--- src/rtl/invd8bwp30p140hvt.sv ---
// Power-switch controller for a ring-oscillator virtual VDD. The gate control is
// registered, then NUM_FINGERS INVD8 switch fingers are turned on in a staggered ramp.
module invd8bwp30p140hvt #(
  parameter int NUM_FINGERS = 4,
  parameter int STAGGER     = 1
) (
  input  logic                   CLK,
  input  logic                   RST,
  input  logic                   SEL_POWER_OFF,
  input  logic                   MEAS_STRESS,
  output logic [NUM_FINGERS-1:0] FINGER_EN,
  output logic                   OUT,
  output logic                   PWR_GOOD,
  output logic                   SEL_POWER_INT
);

  localparam int CW = $clog2(STAGGER + 1);
  localparam int IW = (NUM_FINGERS > 1) ? $clog2(NUM_FINGERS) : 1;
  localparam logic [CW-1:0] STAG_MAX = CW'(STAGGER);
  localparam logic [CW-1:0] STAG_M1  = CW'(STAGGER - 1);
  localparam logic [IW-1:0] LAST_IDX = IW'(NUM_FINGERS - 1);

  logic                   gate;
  logic [NUM_FINGERS-1:0] fingers, fingers_nxt;
  logic [CW-1:0]          cnt, cnt_nxt;
  logic [IW-1:0]          idx, idx_nxt;

  // INVD2 into AN2D2: stress mode forces the supply on.
  assign gate = SEL_POWER_OFF & ~MEAS_STRESS;

  always_comb begin
    fingers_nxt = fingers;
    cnt_nxt     = cnt;
    idx_nxt     = idx;
    if (SEL_POWER_INT) begin
      fingers_nxt = '0;
      cnt_nxt     = '0;
      idx_nxt     = '0;
    end else if (fingers == '0) begin
      fingers_nxt    = '0;
      fingers_nxt[0] = 1'b1;
      cnt_nxt        = '0;
      idx_nxt        = '0;
    end else if (idx != LAST_IDX) begin
      if (cnt == STAG_M1) begin
        idx_nxt              = idx + 1'b1;
        fingers_nxt[idx_nxt] = 1'b1;
        cnt_nxt              = '0;
      end else begin
        cnt_nxt = cnt + 1'b1;
      end
    end else if (cnt != STAG_MAX) begin
      // Ramp complete: counter saturates rather than wrapping.
      cnt_nxt = cnt + 1'b1;
    end
  end

  always_ff @(posedge CLK or posedge RST) begin
    if (RST) begin
      SEL_POWER_INT <= 1'b1;
      fingers       <= '0;
      cnt           <= '0;
      idx           <= '0;
      OUT           <= 1'b0;
      PWR_GOOD      <= 1'b0;
    end else begin
      SEL_POWER_INT <= gate;
      fingers       <= fingers_nxt;
      cnt           <= cnt_nxt;
      idx           <= idx_nxt;
      OUT           <= |fingers_nxt;
      PWR_GOOD      <= &fingers_nxt;
    end
  end

  assign FINGER_EN = fingers;

endmodule

--- config.mk ---
export PLATFORM = sky130hd
export DESIGN_NAME = invd8bwp30p140hvt
export DESIGN_NICKNAME = d
export VERILOG_FILES = /design/src/rtl/invd8bwp30p140hvt.sv
export SDC_FILE = /design/constraint.sdc
export NUM_CORES = 1
export LEC_CHECK = 0
export ABC_AREA = 1
export BUFFER_PORTS_ARGS = -buffer_cell sky130_fd_sc_hd__buf_2
export CAP_MARGIN = 40
export CELL_PAD_IN_SITES_DETAIL_PLACEMENT = 0
export CELL_PAD_IN_SITES_GLOBAL_PLACEMENT = 1
export CORE_AREA = 2 2 39 41
export DETAILED_ROUTE_END_ITERATION = 8
export DIE_AREA = 0 0 41 43
export GPL_TIMING_DRIVEN = 0
export PLACE_DENSITY_LB_ADDON = 0.1
export SKIP_CTS_REPAIR_TIMING = 1
export SYNTH_ARGS = -nofsm -noshare
export SYNTH_HDL_FRONTEND = slang
export SYNTH_SLANG_ARGS = --single-unit
--- constraint.sdc ---
create_clock -name CLK -period 1.5 [get_ports CLK]
set_clock_uncertainty 0.1 [all_clocks]
set_input_delay 0.15 -clock CLK [delete_from_list [all_inputs] [get_ports CLK]]
set_output_delay 0.15 -clock CLK [all_outputs]
set_load 0.01 [all_outputs]
==> flow_summary.rst, run 1 <==
.. list-table::
   :header-rows: 1

   * - Metric
     - Value
   * - Fin crit share
     - 0.878
   * - Total number of placement rows
     - 14
   * - GRT Resource Usage Total
     - 0.118
   * - Total of fill cells in the finished design
     - 146
   * - Power Density
     - 1850 mW/mm^2
   * - Commonest cells after routing, fill and taps aside
     - sky130_fd_sc_hd__inv_1 (11), sky130_fd_sc_hd__buf_2 (10), sky130_fd_sc_hd__dfrtp_1 (9)
   * - LEAKAGE
     - 0.332 nW
   * - Area growth syn-to-layout
     - 29.9%
   * - Clock buffer count from CTS
     - 3
   * - Slew Limit Headroom
     - 0.758
   * - Post-route ant nets
     - 0
   * - Mapped Cells
     - 48
   * - #FFs+latches synth
     - 10
   * - Share of the yosys chip area belonging to registers
     - 0.552
   * - Endpoint of the worst-slack reg-to-reg timing path
     - PWR_GOOD
   * - VDD IR-drop max
     - 0.000657 V
   * - Worst R2R Path Depth
     - 6
   * - Crit path kind
     - primary input to flip-flop
   * - CTS tree
     - built
   * - Die boundary width
     - 41 um
   * - Count of input and output buffers
     - 10
   * - Hpwl dp
     - 536 um
   * - Critical path peak fanout
     - 1
   * - Reg-to-reg critical path startpoint
     - idx[0]
   * - Worst path setup slack after routing
     - 183 ps
   * - Commonest non-fill, non-tap cell in the layout
     - sky130_fd_sc_hd__inv_1
   * - Crit. End Element
     - flip-flop
   * - Netlist cell types
     - 11
   * - Clock input transition at the sequential cells of the worst setup and hold paths
     - 70 ps
   * - Required time at the endpoint of the critical path
     - 1610 ps
   * - Final-layout setup total negative slack
     - 0 ps
   * - Routability-driven placement congestion ratio
     - 0.629
   * - Antenna cells
     - 0
   * - Crit path to
     - SEL_POWER_INT
   * - First-pass GRT wire length
     - 1.31 mm
   * - Setup violation total in the final timing report
     - 0
   * - Endpoint arrival time on the critical path
     - 1430 ps
   * - Initial Util
     - 0.329
   * - Max Clk Rate
     - 0.759 GHz
   * - Root Buffer
     - sky130_fd_sc_hd__clkbuf_4
   * - Worst setup slack after placement
     - 231 ps
   * - Final critical delay including setup and external delays
     - 1320 ps
   * - Die ar.
     - 0.00176 sq mm
   * - Per-instance average area after synthesis
     - 9.49 sq um
   * - Clock Sinks
     - 10
   * - Per-cell via count in the routed design
     - 4.16
   * - Worst Setup Start Kind
     - primary input
   * - Detailed-route DRC error count
     - 0
   * - Max clock buf depth
     - 2
   * - Total gr overflow
     - 0
   * - Max Slew Vio Count
     - 0
   * - Outcome
     - finished clean
   * - Area of the mapped netlist
     - 455 sq um
   * - Via count of the first global-routing pass
     - 309
   * - Max Cap Viol
     - 0
   * - Initial DRC count
     - 3
   * - Multi-input gate area in the final layout
     - 163 sq um
   * - Final routed wirelength across all metal layers
     - 739 um
   * - Register-to-register path setup slack
     - 200 ps
   * - Nets in the synthesized netlist
     - 56
   * - Clock insertion delay at the later pin of the skew report
     - 270 ps
   * - Via count of the routed design
     - 337
   * - Warnings, synthesis
     - 0
   * - Core area
     - 0.00138 sq mm
   * - Layout cell share with drive strength beyond 1
     - 0.262
   * - Startpoint of the worst setup timing path
     - MEAS_STRESS
   * - RSZ-0062 raised after global routing
     - false
   * - Number of search-and-repair iterations in the first detailed-routing pass
     - 4
   * - H-tree depth
     - 1
   * - Die Y
     - 43 um
   * - Worst Hold Class
     - primary input to asynchronous set/reset pin
   * - Fin util
     - 0.428
   * - Final Hold Viols
     - 0
   * - Number of top-level pins
     - 11
   * - Sequential cell area in the final layout
     - 251 sq um
   * - Pin count of the biggest net entering global routing
     - 11
   * - Average wire per cell in the routed design
     - 9.12 um
   * - Pin slew with the least headroom to its limit
     - 363 ps
   * - Net count, final
     - 74
   * - Number of antenna violations at the first check in global routing
     - 0
-- final cells by class --
cell class	instances	share of cell area
clock buffers	4	0.0613
inverters	11	0.0698
multi-input cells	27	0.275
flip-flops and latches	10	0.425
well taps	16	0.0338
repair buffers	13	0.135
-- cells in the mapped netlist --
library cell,n,share of area
sky130_fd_sc_hd__inv_1,11,0.091
sky130_fd_sc_hd__a21oi_1,4,0.044
sky130_fd_sc_hd__nand3_1,2,0.022
sky130_fd_sc_hd__dfrtp_1,9,0.49
sky130_fd_sc_hd__nor2_1,7,0.058
sky130_fd_sc_hd__nand2_1,7,0.058
sky130_fd_sc_hd__nand3_2,1,0.022
sky130_fd_sc_hd__dfstp_2,1,0.058
sky130_fd_sc_hd__nor2_4,1,0.025
sky130_fd_sc_hd__xor2_1,1,0.019
sky130_fd_sc_hd__ha_1,4,0.11
-- critical path, cell delays in order --
cell,delay [ps]
sky130_fd_sc_hd__dlygate4sd3_1,530
sky130_fd_sc_hd__buf_2,120
sky130_fd_sc_hd__nor2_1,80
sky130_fd_sc_hd__dlygate4sd3_1,540
-- routing by layer --
metal	track usage	wire length, um	vias up	share of wire
met5	0	0	-	0
met4	0.100	20	0	0.027
met3	0.0471	61	4	0.083
li1	-	-	178	-
met2	0.159	334	12	0.45
met1	0.136	322	143	0.44
-- registers in the layout, indices dropped and copies added, names as in the netlist --
register,count
FINGER_EN,4
idx,2
OUT,1
PWR_GOOD,1
SEL_POWER_INT,1
cnt,1
-- power breakdown --
part           leakage, nW  total (mW)  internal [mW]  switching (mW)
registers            0.125       0.411          0.358          0.0533
logic                0.187       0.436          0.170           0.267
clock network       0.0210       0.248          0.147           0.100
total                0.332        1.10          0.675           0.420
-- stage by stage --
stage | hold WS (ps) | power [mW] | cell area, sq um | instances
floorplan | -111 | 0.731 | 455 | 48
global placement | 41.6 | 0.855 | 526 | 74
detailed placement | 43.4 | 0.853 | 526 | 74
CTS | -257 | 1.11 | 562 | 78
global route | 343 | 1.21 | 592 | 81
finish | 281 | 1.10 | 592 | 81
-- cell families after synthesis --
family / count (synthesis) / share of synthesized area
buffers and inverters: 11 / 0.0907
DFF: 10 / 0.552
xor gates and xnor gates: 1 / 0.0192
and+or+nand+nor: 18 / 0.184
AOI/OAI and AO/OA: 4 / 0.0440
adders and majority gates: 4 / 0.110
-- worst min path at each step --
stage,startpoint,end,slack (ps)
global route,RST,idx[0],340
finish,RST,idx[1],280
floorplan,RST,FINGER_EN[0],-110
global placement,RST,cnt,40
detailed placement,RST,cnt,40
CTS,RST,idx[0],-260
Power figures use the tool's default switching activity.
==> run 2, diff against run 1 <==
ABC_AREA = 0   (was 1)
==> flow_summary.rst, run 2 <==
.. list-table::
   :header-rows: 1

   * - Metric
     - Value
   * - Outcome
     - finished clean
   * - Prevailing post-synth register cell
     - sky130_fd_sc_hd__dfrtp_1
   * - Count of input and output buffers
     - 10 (unchanged)
   * - Per-cell via count in the routed design
     - 4.50 (+8.2%)
   * - Cell type contributing the most total cell area after synthesis
     - sky130_fd_sc_hd__dfrtp_1
   * - Initial Util
     - 0.322 (-0.00723)
   * - Clock input transition at the sequential cells of the worst setup and hold paths
     - 60 ps (about the same)
   * - Netlist cell types
     - 14 (+3)
   * - Max clock buf depth
     - 2 (unchanged)
   * - Clock buffer count from CTS
     - 3 (unchanged)
   * - Total number of placement rows
     - 14 (unchanged)
   * - Share of the yosys chip area belonging to registers
     - 0.565 (+0.0124)
   * - Setup violation total in the final timing report
     - 0 (unchanged)
   * - Max Slew Vio Count
     - 0 (unchanged)
   * - CTS tree
     - built
   * - Average wire per cell in the routed design
     - 11.0 um (+21%)
   * - Relative contribution of the clock network to total power
     - 0.210 (-0.016)
   * - Net count, final
     - 65 (-12%)
   * - Final Hold Viols
     - 0 (unchanged)
   * - Routability-driven placement congestion ratio
     - 0.685 (+9.0%)
   * - Total of fill cells in the finished design
     - 146 (unchanged)
   * - Reg-to-reg critical path startpoint
     - idx[0]
   * - Register-to-register path setup slack
     - 130 ps (-70 ps)
   * - Critical Path, Cell by Cell
     - ha_2, nor2_4, a21oi_1, nor4_2
   * - Layout cell share with drive strength beyond 1
     - 0.339 (+0.0777)
   * - Initial DRC count
     - 5 (+2)
   * - Commonest cells after routing, fill and taps aside
     - sky130_fd_sc_hd__buf_2 (10), sky130_fd_sc_hd__dfrtp_1 (9), sky130_fd_sc_hd__nor2_1 (7)
   * - Antenna cells
     - 0 (unchanged)
   * - Detailed-route DRC error count
     - 0 (unchanged)
   * - LEAKAGE
     - 0.293 nW (-12%)
   * - Clock insertion delay at the later pin of the skew report
     - 260 ps (about the same)
   * - Sequential cell fraction of total power
     - 0.417 (+0.042)
   * - #FFs+latches synth
     - 10 (unchanged)
   * - Pin slew with the least headroom to its limit
     - 438 ps (+74.9 ps)
   * - Top cells by count, synth
     - sky130_fd_sc_hd__dfrtp_1 (9), sky130_fd_sc_hd__nor2_1 (7), sky130_fd_sc_hd__inv_1 (5)
   * - Die ar.
     - 0.00176 sq mm (unchanged)
   * - Fin crit share
     - 0.911 (+0.0324)
   * - Area of the mapped netlist
     - 445 sq um (-2.2%)
   * - Met3 wirelength from detailed routing
     - 47 um (-23%)
   * - Worst path setup slack after routing
     - 134 ps (-48.6 ps)
   * - Wire length on met1
     - 362 um (+12%)
   * - Number of top-level pins
     - 11 (unchanged)
   * - Fraction of registers with async set/reset
     - 1.00 (unchanged)
   * - Number of search-and-repair iterations in the first detailed-routing pass
     - 2 (-2)
   * - Max Cap Viol
     - 0 (unchanged)
   * - Critical path peak fanout
     - 5 (+4)
   * - VDD IR-drop max
     - 0.000671 V (+2.1%)
   * - Worst Setup Start Kind
     - flip-flop
   * - Total gr overflow
     - 0 (unchanged)
   * - Placed instance count
     - 65 (-12%)
   * - RSZ-0062 raised after global routing
     - false
   * - Worst Hold Class
     - primary input to asynchronous set/reset pin
   * - Per-instance average area after synthesis
     - 11.4 sq um (+20%)
   * - Required time at the endpoint of the critical path
     - 1570 ps (-40 ps)
   * - Internal portion of total power
     - 0.693 mW (+2.7%)
   * - Non-filler cells in the finished layout
     - 72 (-11%)
   * - Switching share of power
     - 0.389 (+0.00584)
   * - Highest metal layer with signal wires
     - met4
   * - Via count of the first global-routing pass
     - 305 (-1.3%)
   * - Mapped Cells
     - 39 (-19%)
   * - Die boundary width
     - 41 um (unchanged)
   * - Total length of routed met2 wires
     - 369 um (+10%)
   * - Warnings, synthesis
     - 0 (unchanged)
   * - Power share of the combinational group
     - 0.374 (-0.024)
   * - Core area
     - 0.00138 sq mm (unchanged)
   * - Library cell with the highest instance count after synthesis
     - sky130_fd_sc_hd__dfrtp_1
   * - H-tree depth
     - 1 (unchanged)
   * - Startpoint of the worst setup timing path
     - idx[0]
   * - Hpwl dp
     - 596 um (+11%)
   * - Number of antenna violations at the first check in global routing
     - 0 (unchanged)
   * - Yosys top cell area share
     - 0.506 (+0.0111)
   * - Final routed wirelength across all metal layers
     - 793 um (+7.3%)
   * - Final-layout setup total negative slack
     - 0 ps (unchanged)
   * - Die Y
     - 43 um (unchanged)
   * - Nets in the synthesized netlist
     - 47 (-16%)
   * - Crit path kind
     - flip-flop to flip-flop
   * - Root Buffer
     - sky130_fd_sc_hd__clkbuf_4
   * - Final critical delay including setup and external delays
     - 1370 ps (+48.6 ps)
   * - Worst setup slack after placement
     - 29.6 ps (-201 ps)
   * - GRT Resource Usage Total
     - 0.112 (-0.00552)
   * - Post-route ant nets
     - 0 (unchanged)
   * - Commonest non-fill, non-tap cell in the layout
     - sky130_fd_sc_hd__buf_2
   * - Cell types occupying the most area after synthesis
     - sky130_fd_sc_hd__dfrtp_1 (51%), sky130_fd_sc_hd__ha_1 (11%), sky130_fd_sc_hd__o41ai_4 (6.2%), sky130_fd_sc_hd__dfstp_2 (5.9%), sky130_fd_sc_hd__nor2_1 (5.9%)
   * - Power spent charging and discharging nets
     - 0.442 mW (+5.2%)
   * - Power Density
     - 1930 mW/mm^2 (+4.1%)
   * - Max Clk Rate
     - 0.732 GHz (-3.6%)
   * - Maximum single-stage delay on the critical path
     - 420 ps (-120 ps)
   * - Number of flops mapped to enable cells by yosys
     - 0 (unchanged)
   * - Via count of the routed design
     - 324 (-3.9%)
   * - Cell family with the largest share of critical-path delay
     - flip-flops
   * - Max reg flops
     - 4 (unchanged)
   * - Clock Sinks
     - 10 (unchanged)
   * - Critical Path Slowest Stage Cell
     - sky130_fd_sc_hd__dfrtp_1
   * - CP Buf/Inv Count
     - 0 (-3)
   * - Area growth syn-to-layout
     - 32.3%
   * - Slew Limit Headroom
     - 0.707 (-0.0507)
   * - Crit. End Element
     - flip-flop
   * - Endpoint arrival time on the critical path
     - 1440 ps (about the same)
   * - First-pass GRT wire length
     - 1.24 mm (-5.3%)
   * - Pin count of the biggest net entering global routing
     - 11 (unchanged)
[run 2: cell count changes in the layout (fill, tap and decap cells not counted)]
cell	delta
sky130_fd_sc_hd__nand2_1	-5
sky130_fd_sc_hd__xnor2_1	+1
sky130_fd_sc_hd__nor2b_1	+1
sky130_fd_sc_hd__nor4_2	+1
sky130_fd_sc_hd__o21ai_0	+1
sky130_fd_sc_hd__o41ai_4	+1
sky130_fd_sc_hd__xor2_1	-1
sky130_fd_sc_hd__ha_1	-1
sky130_fd_sc_hd__ha_2	+1
sky130_fd_sc_hd__nand3_2	-1
sky130_fd_sc_hd__nand3_1	-2
sky130_fd_sc_hd__nor3_1	+1
sky130_fd_sc_hd__inv_1	-6
[run 2: worst paths after layout]
| kind | endpoint | cells after the start |
|---|---|---|
| min in group CLK | FINGER_EN[0] | 1 |
| max in group asynchronous | SEL_POWER_INT | 3 |
| worst max register to register | PWR_GOOD | 4 |
| worst min register to register | FINGER_EN[0] | 1 |
| worst max-delay path | PWR_GOOD | 4 |
| worst min-delay path | cnt | 3 |
[run 2: metal layers]
| metal | GRT usage | vias up |
|---|---|---|
| met1 | 0.152 | 153 |
| met5 | 0 | - |
| li1 | - | 160 |
| met2 | 0.138 | 9 |
| met4 | 0.0800 | 0 |
| met3 | 0.0471 | 2 |
[run 2: cell type report]
cell class                      instances  area [sq um]  share of cell area
Sequential cell                        10           251               0.427
Timing Repair Buffer                   13          80.1               0.136
Tap cell                               16          20.0              0.0340
Multi-Input combinational cell         24           183               0.310
Inverter                                5          18.8              0.0318
Clock buffer                            4          36.3              0.0616
[run 2: through the flow]
| stage | hold WS, ps | total power, mW | utilization | cell area [sq um] |
|---|---|---|---|---|
| final | 297 | 1.14 | 0.426 | 589 |
| after global routing | 349 | 1.24 | 0.426 | 589 |
| after CTS | -235 | 1.13 | 0.399 | 552 |
| after detailed placement | 52.0 | 0.890 | 0.373 | 515 |
| after global placement | 32.4 | 0.874 | 0.373 | 515 |
| after floorplan | -111 | 0.751 | - | 445 |
[run 2: power groups by stage]
stage          clock, mW  sequential, mW  combinational, mW
4_1_cts            0.249           0.472              0.415
5_1_grt            0.261           0.487              0.491
3_5_place_dp           0           0.478              0.412
2_1_floorplan          0           0.493              0.258
3_3_place_gp           0           0.472              0.401
6_report           0.238           0.473              0.424
[run 2: worst reg2reg max path, delay by kind of cell, from the launching register on]
family                     cells  cell delay [ps]
AOI/OAI and AO/OA              1              110
adders and majority gates      1              230
DFF                            1              420
and+or+nand+nor                2              410
[run 2: cell families (layout without fill, tap and decap cells)]
kind of cell               count (synthesis)  count (layout)  share of synthesized area
AOI/OAI and AO/OA                          6               6                      0.118
buffers and inverters                      5              22                     0.0421
DFF                                       10              10                      0.565
xor gates and xnor gates                   1               1                     0.0197
and+or+nand+nor                           13              13                      0.143
adders and majority gates                  4               4                      0.112
==> run 3, diff against run 2 <==
CTS_CLUSTER_SIZE = 14   (was unset)
PLACE_DENSITY = 0.71   (was unset)
PLACE_DENSITY_LB_ADDON = unset   (was 0.1)
==> flow_summary.rst, run 3 (synthesis gave the netlist of run 2 again) <==
.. list-table::
   :header-rows: 1

   * - Metric
     - Value
   * - Register-to-register path setup slack
     - 80 ps (-60 ps)
   * - Total gr overflow
     - 0 (unchanged)
   * - Worst Hold Class
     - primary input to asynchronous set/reset pin
   * - Number of top-level pins
     - 11 (unchanged)
   * - Endpoint arrival time on the critical path
     - 1490 ps (+50 ps)
   * - Pin count of the biggest net entering global routing
     - 11 (unchanged)
   * - Crit. End Element
     - flip-flop
   * - Power spent charging and discharging nets
     - 0.432 mW (-2.2%)
   * - Total number of placement rows
     - 14 (unchanged)
   * - Sequential cell area in the final layout
     - 251 sq um (unchanged)
   * - Post-route ant nets
     - 0 (unchanged)
   * - Die boundary width
     - 41 um (unchanged)
   * - Endpoint of the worst-slack reg-to-reg timing path
     - PWR_GOOD
   * - Die ar.
     - 0.00176 sq mm (unchanged)
   * - Net count, final
     - 65 (unchanged)
   * - Area growth syn-to-layout
     - 29.5%
   * - Clock Sinks
     - 10 (unchanged)
   * - Clock insertion delay at the later pin of the skew report
     - 260 ps (about the same)
   * - Antenna cells
     - 0 (unchanged)
   * - Final routed wirelength across all metal layers
     - 825 um (+4.0%)
   * - Final-layout setup total negative slack
     - 0 ps (unchanged)
   * - Setup violation total in the final timing report
     - 0 (unchanged)
   * - Max Cap Viol
     - 0 (unchanged)
   * - Switching share of power
     - 0.402 (+0.0121)
   * - Crit path kind
     - flip-flop to flip-flop
   * - Pin slew with the least headroom to its limit
     - 429 ps (-8.80 ps)
   * - Power share of the combinational group
     - 0.377 (+0.003)
   * - Slew Limit Headroom
     - 0.713 (+0.00589)
   * - Required time at the endpoint of the critical path
     - 1570 ps (about the same)
   * - Summed area of non-filler cells in the final layout
     - 577 sq um (-2.1%)
   * - Worst setup slack after placement
     - -7.75 ps (-37.3 ps)
   * - Post-place instance area
     - 515 sq um (unchanged)
   * - Max Clk Rate
     - 0.702 GHz (-4.1%)
   * - Power Density
     - 1870 mW/mm^2 (-3.1%)
   * - Count of input and output buffers
     - 10 (unchanged)
   * - Layout cell share with drive strength beyond 1
     - 0.304 (-0.0357)
   * - LEAKAGE
     - 0.289 nW (-1.3%)
   * - Final Hold Viols
     - 0 (unchanged)
   * - Worst Setup Start Kind
     - flip-flop
   * - Die Y
     - 43 um (unchanged)
   * - Clock input transition at the sequential cells of the worst setup and hold paths
     - 70 ps (about the same)
   * - Detailed-route DRC error count
     - 0 (unchanged)
   * - Fin crit share
     - 0.949 (+0.0386)
   * - Overall Power
     - 1.08 mW (-5.1%)
   * - Max reg flops
     - 4 (unchanged)
   * - Relative contribution of the clock network to total power
     - 0.176 (-0.034)
   * - Outcome
     - finished clean
   * - Startpoint of the worst setup timing path
     - idx[0]
   * - Via count of the first global-routing pass
     - 297 (-2.6%)
   * - Core area
     - 0.00138 sq mm (unchanged)
   * - Routability-driven placement congestion ratio
     - 0.700 (+2.2%)
   * - Max clock buf depth
     - 2 (unchanged)
   * - Worst path setup slack after routing
     - 76.4 ps (-57.8 ps)
   * - Max Slew Vio Count
     - 0 (unchanged)
   * - Reg-to-reg critical path startpoint
     - idx[0]
   * - Critical path peak fanout
     - 5 (unchanged)
   * - GRT Resource Usage Total
     - 0.118 (+0.00540)
   * - VDD IR-drop max
     - 0.000786 V (+17%)
   * - Commonest non-fill, non-tap cell in the layout
     - sky130_fd_sc_hd__buf_2
   * - Multi-input gate area in the final layout
     - 180 sq um (-1.4%)
   * - Worst hold slack after final layout
     - 322 ps (+24.4 ps)
   * - Per-cell via count in the routed design
     - 4.44 (-1.2%)
   * - CTS tree
     - built
   * - Sequential cell fraction of total power
     - 0.447 (+0.030)
   * - Clock buffer count from CTS
     - 3 (unchanged)
   * - Root Buffer
     - sky130_fd_sc_hd__clkbuf_4
   * - H-tree depth
     - 1 (unchanged)
   * - Initial DRC count
     - 6 (+1)
   * - Total of fill cells in the finished design
     - 152 (+4.1%)
   * - Initial Util
     - 0.322 (unchanged)
   * - First-pass GRT wire length
     - 1.32 mm (+6.6%)
   * - Average wire per cell in the routed design
     - 11.5 um (+4.0%)
   * - Commonest cells after routing, fill and taps aside
     - sky130_fd_sc_hd__buf_2 (10), sky130_fd_sc_hd__dfrtp_1 (9), sky130_fd_sc_hd__nor2_1 (7)
   * - Worst R2R Path Depth
     - 4 (unchanged)
   * - Number of search-and-repair iterations in the first detailed-routing pass
     - 3 (+1)
   * - Final critical delay including setup and external delays
     - 1420 ps (+57.8 ps)
   * - Number of antenna violations at the first check in global routing
     - 0 (unchanged)
   * - Internal portion of total power
     - 0.644 mW (-7.0%)
   * - Via count of the routed design
     - 320 (-1.2%)
## run 3: changes by cell type in the layout (fill, tap and decap cells not counted)
cell                       change
sky130_fd_sc_hd__clkbuf_1      +1
sky130_fd_sc_hd__ha_2          -1
sky130_fd_sc_hd__ha_1          +1
sky130_fd_sc_hd__clkbuf_8      -1
## run 3: area by class of cell
class,instances,area share
clock buffers,4,0.0456
inverters,5,0.0325
multi-input cells,24,0.312
flip-flops and latches,10,0.436
well taps,16,0.0347
repair buffers,13,0.139
## run 3: how the worst max path moves through the flow
stage	endpoint	slack (ps)	depth (start not counted)
CTS	PWR_GOOD	-10	4
finish	PWR_GOOD	80	4
global route	PWR_GOOD	-5	4
detailed placement	PWR_GOOD	-8	4
global placement	PWR_GOOD	0.2	4
floorplan	PWR_GOOD	150	4
## run 3: metrics by stage
stage | cells | util
2_1_floorplan | 39 | -
3_3_place_gp | 65 | 0.373
3_5_place_dp | 65 | 0.373
4_1_cts | 69 | 0.392
5_1_grt | 72 | 0.417
6_report | 72 | 0.417
## run 3: metal layers
metal  track usage  share of wire
met5             0              0
met4        0.0200              0
met3        0.0942          0.061
met2         0.169           0.52
met1         0.136           0.42
## run 3: power by group through the flow
| stage | clock, mW | sequential (mW) | combinational, mW |
|---|---|---|---|
| after floorplan | 0 | 0.493 | 0.258 |
| after global placement | 0 | 0.482 | 0.392 |
| after detailed placement | 0 | 0.487 | 0.400 |
| after CTS | 0.199 | 0.483 | 0.402 |
| after global routing | 0.218 | 0.501 | 0.462 |
| final | 0.190 | 0.481 | 0.406 |
## run 3: worst max-delay path, stage by stage (launching register included)
cell and delay, ps:
sky130_fd_sc_hd__dfrtp_1 430, sky130_fd_sc_hd__ha_1 270, sky130_fd_sc_hd__nor2_4 150, sky130_fd_sc_hd__a21oi_1 110, sky130_fd_sc_hd__nor4_2 280
